**config.mk**
```make
export PLATFORM = sky130hd
export DESIGN_NAME = apb_uart_host
export DESIGN_NICKNAME = d
export VERILOG_FILES = /design/src/rtl/apb_uart_pkg.sv /design/src/rtl/apb_xfer.sv /design/src/rtl/apb_uart_host.sv
export SDC_FILE = /design/constraint.sdc
export NUM_CORES = 1
export LEC_CHECK = 0
export ABC_AREA = 1
export BUFFER_PORTS_ARGS = -buffer_cell sky130_fd_sc_hd__buf_2
export CORE_MARGIN = 2
export CORE_UTILIZATION = 52
export DETAILED_ROUTE_END_ITERATION = 8
export GPL_TIMING_DRIVEN = 1
export PLACE_DENSITY = 0.8
export SLEW_MARGIN = 40
export SYNTH_ARGS = -nofsm -noshare
export SYNTH_HDL_FRONTEND = slang
export SYNTH_SLANG_ARGS = --single-unit
```
**constraint.sdc**
```tcl
create_clock -name clk -period 1.7 [get_ports clk]
set_input_delay 0.255 -clock clk [delete_from_list [all_inputs] [get_ports clk]]
set_output_delay 0.255 -clock clk [all_outputs]
set_load 0.01 [all_outputs]
```
**src/rtl/apb_uart_pkg.sv**
```systemverilog
// Shared constants and types for the APB host that drives the UART receiver.
package apb_uart_pkg;

    localparam int unsigned ADDR_W = 3;
    localparam int unsigned DATA_W = 8;
    localparam int unsigned BP_W   = 14;
    localparam int unsigned BP_HI_W = BP_W - DATA_W;
    localparam int unsigned DS_W   = 4;
    localparam int unsigned ERR_W  = 2;

    // Receiver register map
    localparam logic [ADDR_W-1:0] ADDR_STATUS = 3'd0;
    localparam logic [ADDR_W-1:0] ADDR_ERROR  = 3'd1;
    localparam logic [ADDR_W-1:0] ADDR_BP_LO  = 3'd2;
    localparam logic [ADDR_W-1:0] ADDR_BP_HI  = 3'd3;
    localparam logic [ADDR_W-1:0] ADDR_DSIZE  = 3'd4;
    localparam logic [ADDR_W-1:0] ADDR_DATA   = 3'd6;

    // Receiver error-register codes
    localparam logic [ERR_W-1:0] ERR_NONE    = 2'd0;
    localparam logic [ERR_W-1:0] ERR_FRAMING = 2'd1;
    localparam logic [ERR_W-1:0] ERR_OVERRUN = 2'd2;

    typedef enum logic [2:0] {
        ST_IDLE,
        ST_CFG_BPL,
        ST_CFG_BPH,
        ST_CFG_DS,
        ST_POLL,
        ST_RD_ERR,
        ST_RD_DATA
    } main_state_t;

    typedef enum logic [1:0] {
        XS_IDLE,
        XS_SETUP,
        XS_ACCESS
    } xfer_state_t;

    // One request to the transfer engine
    typedef struct packed {
        logic              wr;
        logic [ADDR_W-1:0] addr;
        logic [DATA_W-1:0] wdata;
    } xfer_req_t;

endpackage

```
**src/rtl/apb_xfer.sv**
```systemverilog
// Single APB transfer engine: SETUP then ACCESS, zero wait states.
// A request taken during the completion cycle starts the next SETUP with no gap.
module apb_xfer
    import apb_uart_pkg::*;
(
    input  logic              clk,
    input  logic              n_rst,
    input  logic              req,
    input  logic              wr,
    input  logic [ADDR_W-1:0] addr,
    input  logic [DATA_W-1:0] wdata,
    output logic              done,
    output logic [DATA_W-1:0] rdata,
    output logic              err,
    output logic              psel,
    output logic              penable,
    output logic              pwrite,
    output logic [ADDR_W-1:0] paddr,
    output logic [DATA_W-1:0] pwdata,
    input  logic [DATA_W-1:0] prdata,
    input  logic              pslverr
);

    xfer_state_t state;

    // Phase sequencing with registered APB controls; address/data hold between transfers
    always_ff @(posedge clk or negedge n_rst) begin
        if (!n_rst) begin
            state   <= XS_IDLE;
            psel    <= 1'b0;
            penable <= 1'b0;
            pwrite  <= 1'b0;
            paddr   <= '0;
            pwdata  <= '0;
        end else begin
            case (state)
                XS_SETUP: begin
                    state   <= XS_ACCESS;
                    penable <= 1'b1;
                end
                default: begin
                    if (req) begin
                        state   <= XS_SETUP;
                        psel    <= 1'b1;
                        penable <= 1'b0;
                        pwrite  <= wr;
                        paddr   <= addr;
                        if (wr) begin
                            pwdata <= wdata;
                        end
                    end else begin
                        state   <= XS_IDLE;
                        psel    <= 1'b0;
                        penable <= 1'b0;
                    end
                end
            endcase
        end
    end

    // Responder has no pready, so every ACCESS cycle is the completion cycle
    assign done  = (state == XS_ACCESS);
    assign rdata = prdata;
    assign err   = pslverr;

endmodule

```
**src/rtl/apb_uart_host.sv**
```systemverilog
// Host-side APB initiator for the UART receiver: configure, poll status,
// then fetch error and data registers and present each byte with a strobe.
module apb_uart_host
    import apb_uart_pkg::*;
(
    input  logic              clk,
    input  logic              n_rst,
    input  logic              start,
    input  logic              stop,
    input  logic [BP_W-1:0]   cfg_bit_period,
    input  logic [DS_W-1:0]   cfg_data_size,
    output logic              psel,
    output logic              penable,
    output logic              pwrite,
    output logic [ADDR_W-1:0] paddr,
    output logic [DATA_W-1:0] pwdata,
    input  logic [DATA_W-1:0] prdata,
    input  logic              pslverr,
    output logic [DATA_W-1:0] rx_byte,
    output logic [ERR_W-1:0]  rx_error,
    output logic              rx_valid,
    output logic              cfg_done,
    output logic              busy,
    output logic              bus_error
);

    main_state_t          state;
    main_state_t          state_nxt;
    logic [BP_HI_W-1:0]   bp_hi_q;
    logic [DS_W-1:0]      ds_q;
    logic [ERR_W-1:0]     err_cap;

    xfer_req_t            xreq;
    logic                 req;
    logic                 done;
    logic                 xerr;
    logic [DATA_W-1:0]    rdata;

    apb_xfer u_xfer (
        .clk     (clk),
        .n_rst   (n_rst),
        .req     (req),
        .wr      (xreq.wr),
        .addr    (xreq.addr),
        .wdata   (xreq.wdata),
        .done    (done),
        .rdata   (rdata),
        .err     (xerr),
        .psel    (psel),
        .penable (penable),
        .pwrite  (pwrite),
        .paddr   (paddr),
        .pwdata  (pwdata),
        .prdata  (prdata),
        .pslverr (pslverr)
    );

    // Next state, and the transfer to launch when entering it
    always_comb begin
        state_nxt = state;
        req       = 1'b0;
        xreq      = '0;

        case (state)
            ST_IDLE: begin
                if (start) begin
                    state_nxt = ST_CFG_BPL;
                end
            end
            default: begin
                if (done) begin
                    if (xerr) begin
                        state_nxt = ST_IDLE;
                    end else begin
                        case (state)
                            ST_CFG_BPL: state_nxt = ST_CFG_BPH;
                            ST_CFG_BPH: state_nxt = ST_CFG_DS;
                            ST_CFG_DS:  state_nxt = ST_POLL;
                            ST_POLL: begin
                                if (stop) begin
                                    state_nxt = ST_IDLE;
                                end else if (rdata[0]) begin
                                    state_nxt = ST_RD_ERR;
                                end else begin
                                    state_nxt = ST_POLL;
                                end
                            end
                            ST_RD_ERR:  state_nxt = ST_RD_DATA;
                            ST_RD_DATA: state_nxt = stop ? ST_IDLE : ST_POLL;
                            default:    state_nxt = ST_IDLE;
                        endcase
                    end
                end
            end
        endcase

        // The low bit-period byte goes straight from the input; capture lands on the same edge
        req = (state_nxt != ST_IDLE) && ((state == ST_IDLE) ? start : done);
        case (state_nxt)
            ST_CFG_BPL: xreq = '{wr: 1'b1, addr: ADDR_BP_LO,  wdata: cfg_bit_period[DATA_W-1:0]};
            ST_CFG_BPH: xreq = '{wr: 1'b1, addr: ADDR_BP_HI,  wdata: DATA_W'(bp_hi_q)};
            ST_CFG_DS:  xreq = '{wr: 1'b1, addr: ADDR_DSIZE,  wdata: DATA_W'(ds_q)};
            ST_POLL:    xreq = '{wr: 1'b0, addr: ADDR_STATUS, wdata: '0};
            ST_RD_ERR:  xreq = '{wr: 1'b0, addr: ADDR_ERROR,  wdata: '0};
            ST_RD_DATA: xreq = '{wr: 1'b0, addr: ADDR_DATA,   wdata: '0};
            default:    xreq = '0;
        endcase
    end

    // State, captured configuration and registered host-side outputs
    always_ff @(posedge clk or negedge n_rst) begin
        if (!n_rst) begin
            state     <= ST_IDLE;
            bp_hi_q   <= '0;
            ds_q      <= '0;
            err_cap   <= ERR_NONE;
            rx_byte   <= '0;
            rx_error  <= ERR_NONE;
            rx_valid  <= 1'b0;
            cfg_done  <= 1'b0;
            busy      <= 1'b0;
            bus_error <= 1'b0;
        end else begin
            state    <= state_nxt;
            busy     <= (state_nxt != ST_IDLE);
            cfg_done <= 1'b0;
            rx_valid <= 1'b0;

            case (state)
                ST_IDLE: begin
                    if (start) begin
                        bp_hi_q   <= cfg_bit_period[BP_W-1:DATA_W];
                        ds_q      <= cfg_data_size;
                        bus_error <= 1'b0;
                    end
                end
                ST_CFG_DS: begin
                    if (done && !xerr) begin
                        cfg_done <= 1'b1;
                    end
                end
                ST_RD_ERR: begin
                    if (done && !xerr) begin
                        err_cap <= rdata[ERR_W-1:0];
                    end
                end
                ST_RD_DATA: begin
                    if (done && !xerr) begin
                        rx_byte  <= rdata;
                        rx_error <= err_cap;
                        rx_valid <= 1'b1;
                    end
                end
                default: ;
            endcase

            if (done && xerr) begin
                bus_error <= 1'b1;
            end
        end
    end

endmodule

```
# ---- After elaboration in Yosys (flattened, before gate mapping)
# Cells that the tools add are included.
dict set report totals {
  out_inout_bits 28
  input_bits 31
  elab_cells 64
  ff_bits 45
}
dict set report op_classes {
  n_eq_ne 13
  reduce_logical 14
  mux 20
  bitwise 1
}
# op count
set op_table {}
lappend op_table {{$pmux W12 S5} 1}
lappend op_table {{$mux W3} 6}
lappend op_table {{$pmux W3 S6} 1}
lappend op_table {{$eq A3 B3 Y1 const B} 5}
lappend op_table {{$eq A3 B2 Y1 const B} 4}
lappend op_table {{$mux W1} 11}
lappend op_table {{$reduce_and A2 Y1} 5}
lappend op_table {{$eq A3 B1 Y1 const B} 2}
lappend op_table {{$reduce_bool A2 Y1} 2}
lappend op_table {{$logic_and A1 B1 Y1} 3}
lappend op_table {{$logic_not A3 Y1} 1}
lappend op_table {{$reduce_and A3 Y1} 1}
lappend op_table {{$reduce_bool A3 Y1} 1}
lappend op_table {{$eq A2 B1 Y1 const B} 1}
lappend op_table {{$eq A2 B2 Y1 const B} 1}
lappend op_table {{$mux W2} 1}
lappend op_table {{$logic_not A1 Y1} 1}
lappend op_table {{$not A1 Y1} 1}

# ---- Logic depth before layout (Yosys ltp)
dict set report logic_depth {
  word_depth 10
  mapped_depth 13
}

# ---- Modules after synthesis
# A second synthesis with hierarchy kept.
dict set report hier_totals {
  hier_cells 251
  area_unflattened_um2 2137.0
}
# mod instances area_each_um2 cells_per_inst
set by_module_without_submodules {}
lappend by_module_without_submodules {apb_uart_host 1 1452.6 180}
lappend by_module_without_submodules {apb_xfer 1 684.4 71}

# ---- Worst setup path before layout
# No wires, ideal clock.
dict set report synth_path {
  path_type {register to register}
  from {reg u_xfer.penable (netlist name)}
  to {reg rx_byte[4]}
  arrival_ps 1419
  n_path_buf 1
  period_less_slack_ps 1544
  stages_incl_launch_ff 5
  required_time_ps 1575
  slack_ps 156
  path_cell_list {dfrtp_1 -> nand3_2 -> nor4_4 -> buf_4 -> mux2_2}
}
# item line
set synth_rtl {}
lappend synth_rtl {{end signal: assignment} apb_uart_host.sv:149} ;# rx_byte <= rdata;
lappend synth_rtl {{end: declaration} apb_uart_host.sv:19} ;# output logic [DATA_W-1:0] rx_byte,

# ---- Final worst setup path
dict set report layout_path {
  from {reg state[2]}
  to {reg u_xfer.pwdata[0]}
}
dict set report layout_via {
  elab_chain_cells 8
  elab_cells_between_ends 22
  cone_classes {11 x eq/ne; 7 x mux; 4 x reduce/logical}
}
# item line
set layout_lines {}
lappend layout_lines {{start: declaration} apb_uart_host.sv:27} ;# main_state_t state;
lappend layout_lines {{start signal: assignment} apb_uart_host.sv:124} ;# state <= state_nxt;
lappend layout_lines {{$eq A3 B3 Y1 (tied with other cells)} apb_uart_host.sv:75} ;# case (state)
lappend layout_lines {{$pmux W3 S6} apb_uart_host.sv:75}
lappend layout_lines {{$mux W3} apb_uart_host.sv:72} ;# if (xerr) begin
lappend layout_lines {{$mux W3} apb_uart_host.sv:71} ;# if (done) begin
lappend layout_lines {{$mux W3} apb_uart_host.sv:64} ;# case (state)
lappend layout_lines {{$eq A3 B3 Y1 (tied with other cells)} apb_uart_host.sv:99} ;# case (state_nxt)
lappend layout_lines {{$pmux W12 S5 / $logic_and A1 B1 Y1 (equally long branches)} {apb_uart_host.sv:99, apb_uart_host.sv:98}}
lappend layout_lines {{$reduce_and A3 Y1 (no source line)} -}
lappend layout_lines {{end signal: assignment} apb_xfer.sv:49} ;# pwdata <= wdata;
lappend layout_lines {{end: declaration} apb_xfer.sv:19} ;# output logic [DATA_W-1:0] pwdata,
# Several ways; a longest one is shown, not always the timed one.
# A chain may end at the register's enable or synchronous reset.

==> results.txt <==
WHS Path Cells: 3
Chip width: 67.8 um
Post-layout util: 67.3%
Slew @ Worst Pin: 0.571 ns
Core Box Area: 3970 um2
Vias per cell: 4.80
Leak: 0.00148 uW
Cell Rows: 23
Critical path class: reg -> reg
Layout cells sized above 1: 39.4%
Clk sink count: 44
IO Pins: 59
R2R depth: 10
DR WL/cell: 11.7 um
Worst skew pair latency: 0.29 ns
Global-route wire length before repair: 7100 um
Worst Setup SP: state[2]
Hold EP: bp_hi_q[5]
GRT Residual Overflow: 0
Fmax: 0.622 GHz
Initial Util: 53.3%
Diode count: 0
VDD IR max: 0.000841 V
Synthesis-to-layout area growth: 26.2%
Maximum clock path buffer count: 2
CTS Buf Count: 5
Port Buffers: 58
Most frequent cells in the layout: nand2_1, buf_2, dfrtp_1
Setup Skew: 0.00691 ns
Final instance area: 2670 um2
Crit share post-route: 94.6%
Outcome: complete, no violations
Synth async-reset ratio: 100%
Overall routed net length: 4130 um
Top FF cell, synth: dfrtp_1
Slowest cell on crit path: dfrtp_2
Post-Place Setup Slack: -0.00378 ns
Fin crit period: 1.61 ns
Hold Path Origin: cfg_bit_period[13]
DRT antenna net count: 0
Cells after synthesis: 231
Drt pass-1 iters: 4
Worst EP required: 1.89 ns
Inst Count DP: 340
Final WS setup: 0.0919 ns
Root buf cell: clkbuf_8
Setup_tns: 0 ns
Final Max Tran Viols: 0
RSZ-0062 raised after global routing: true
Crit. End Element: flip-flop
Syn Area/Cell: 9.16 um2
Number of synthesized flops with an enable pin: 0
DIE AREA: 4600 um2
Synthesis-stage register bit count: 44
Drt first-iter violations: 84
Vias in the first global route: 1625
Total of max-cap violations: 0
Vias: 1688
Total GRT Usage: 20.9%
Worst r2r src: state[2]
Initial antenna violation count: 0
RD Place Congestion: 0.860
CTS tree: done
Pwr Density: 1890 nW/um2
Reg clk slew, reported paths: 0.08 ns
Post-DP Area: 2500 um2
Cell mode on critical path: nand2_1
Final Non-Filler Cells: 352
Final setup vio count: 0
Critical path peak fanout: 10
Final HPWL DP: 3030 um
Sequential share of the synthesized area: 52.0%
H-tree depth: 2
R2r setup slk: 0.09 ns
Largest net degree at the start of global routing: 45
Nets: 333
Die Y: 67.8 um
Type of origin of the critical path: flip-flop
Yosys Warn Count: 0
Syn Nets: 262
Critical Path AT: 1.80 ns
FILL cells: 316
Most common cell after layout, fill and taps aside: nand2_1
Hold Path Class: in -> reg
FF-to-FF End: u_xfer.pwdata[0]
Final hold viol count: 0
DRC Markers: 0
Mapped Area: 2120 um2
Normalized max-slew margin: 61.6%
Cells along the critical path: inv_4 -> nand2_1 -> nand2_1 -> nand3_2 -> nand2_4 -> o21ai_4 -> nor2_8 -> nand2_1 -> nor2_1 -> nor2_1
Library cells used by synthesis: 28
Slowest cell delay on critical path: 0.45 ns
==> critical path, delay by kind of cell, from the launching register on <==
family,cells,cell delay (ns)
AND/OR/NAND/NOR,8,0.85
flip-flops,1,0.45
buffers and inverters,1,0.11
AO/OA/AOI/OAI,1,0.09
==> power breakdown <==
| group | leakage (uW) | total (uW) | switching (uW) | internal, uW |
|---|---|---|---|---|
| logic | 0.000882 | 2680 | 1650 | 1030 |
| registers | 0.000552 | 1690 | 236 | 1450 |
| clock network | 0.0000503 | 692 | 330 | 362 |
| total | 0.00148 | 5060 | 2220 | 2840 |
==> layout make-up <==
| class | instances | area, um2 | area share (%) |
|---|---|---|---|
| Sequential cell | 44 | 1100 | 41.3 |
| Multi-Input combinational cell | 156 | 902 | 33.8 |
| Timing Repair Buffer | 69 | 400 | 15.0 |
| Inverter | 26 | 106 | 3.98 |
| Clock buffer | 7 | 96.3 | 3.60 |
| Tap cell | 50 | 62.6 | 2.34 |
==> synth_stat cells, types with 4 or more instances <==
| cell type | number | area [um2] |
|---|---|---|
| nand2_1 | 76 | 285 |
| dfrtp_1 | 44 | 1100 |
| inv_1 | 19 | 71.3 |
| nor2_1 | 19 | 71.3 |
| nand3_1 | 10 | 50.1 |
| nand4_1 | 8 | 50.1 |
| mux2_2 | 7 | 78.8 |
| nand2_2 | 7 | 43.8 |
| inv_2 | 4 | 15.0 |
| o21ai_1 | 4 | 20.0 |
==> routing by layer <==
layer	wire, um	track usage [%]	share of wire [%]
met1	1820	25.5	44
met5	0	0	0
met3	167	5.17	4.0
met4	110	9.75	2.7
met2	2030	34.7	49
==> state kept, by name, indices dropped and copies added, names as in the netlist, 2 cells and up <==
register / flops
rx_byte: 8
u_xfer.paddr: 3
state: 3
err_cap: 2
rx_error: 2
bp_hi_q: 6
u_xfer.pwdata: 8
ds_q: 4
==> what timing repair did <==
item,CTS,global route
pin swaps,1,2
hold buffers,1,0
endpoints found under the hold margin,44,0
gates resized for setup,1,9
buffers inserted,2,2
setup endpoints to repair,3,11
==> worst max-delay path by stage <==
stage | endpoint | slack [ns] | cells after the start
floorplan | rx_byte[4] | 0.16 | 4
global placement | u_xfer.pwdata[0] | 0.03 | 10
detailed placement | u_xfer.pwdata[0] | -0.004 | 10
CTS | u_xfer.pwdata[0] | 0.04 | 10
global route | u_xfer.paddr[0] | -0.02 | 10
finish | u_xfer.pwdata[0] | 0.09 | 10
==> cells by family after synthesis <==
| family | share of synthesized area, % |
|---|---|
| compound gates | 3.90 |
| buf+inv | 6.56 |
| flops | 52.0 |
| mux | 3.72 |
| simple gates | 33.8 |
==> metrics by stage <==
stage / total power (uW) / hold slack, ns
2_1_floorplan: 3570 / -0.0406
3_3_place_gp: 4180 / 0.248
3_5_place_dp: 4260 / 0.251
4_1_cts: 5010 / 0.148
5_1_grt: 5530 / 0.161
6_report: 5060 / 0.155
(Power assumes the default switching activity.)
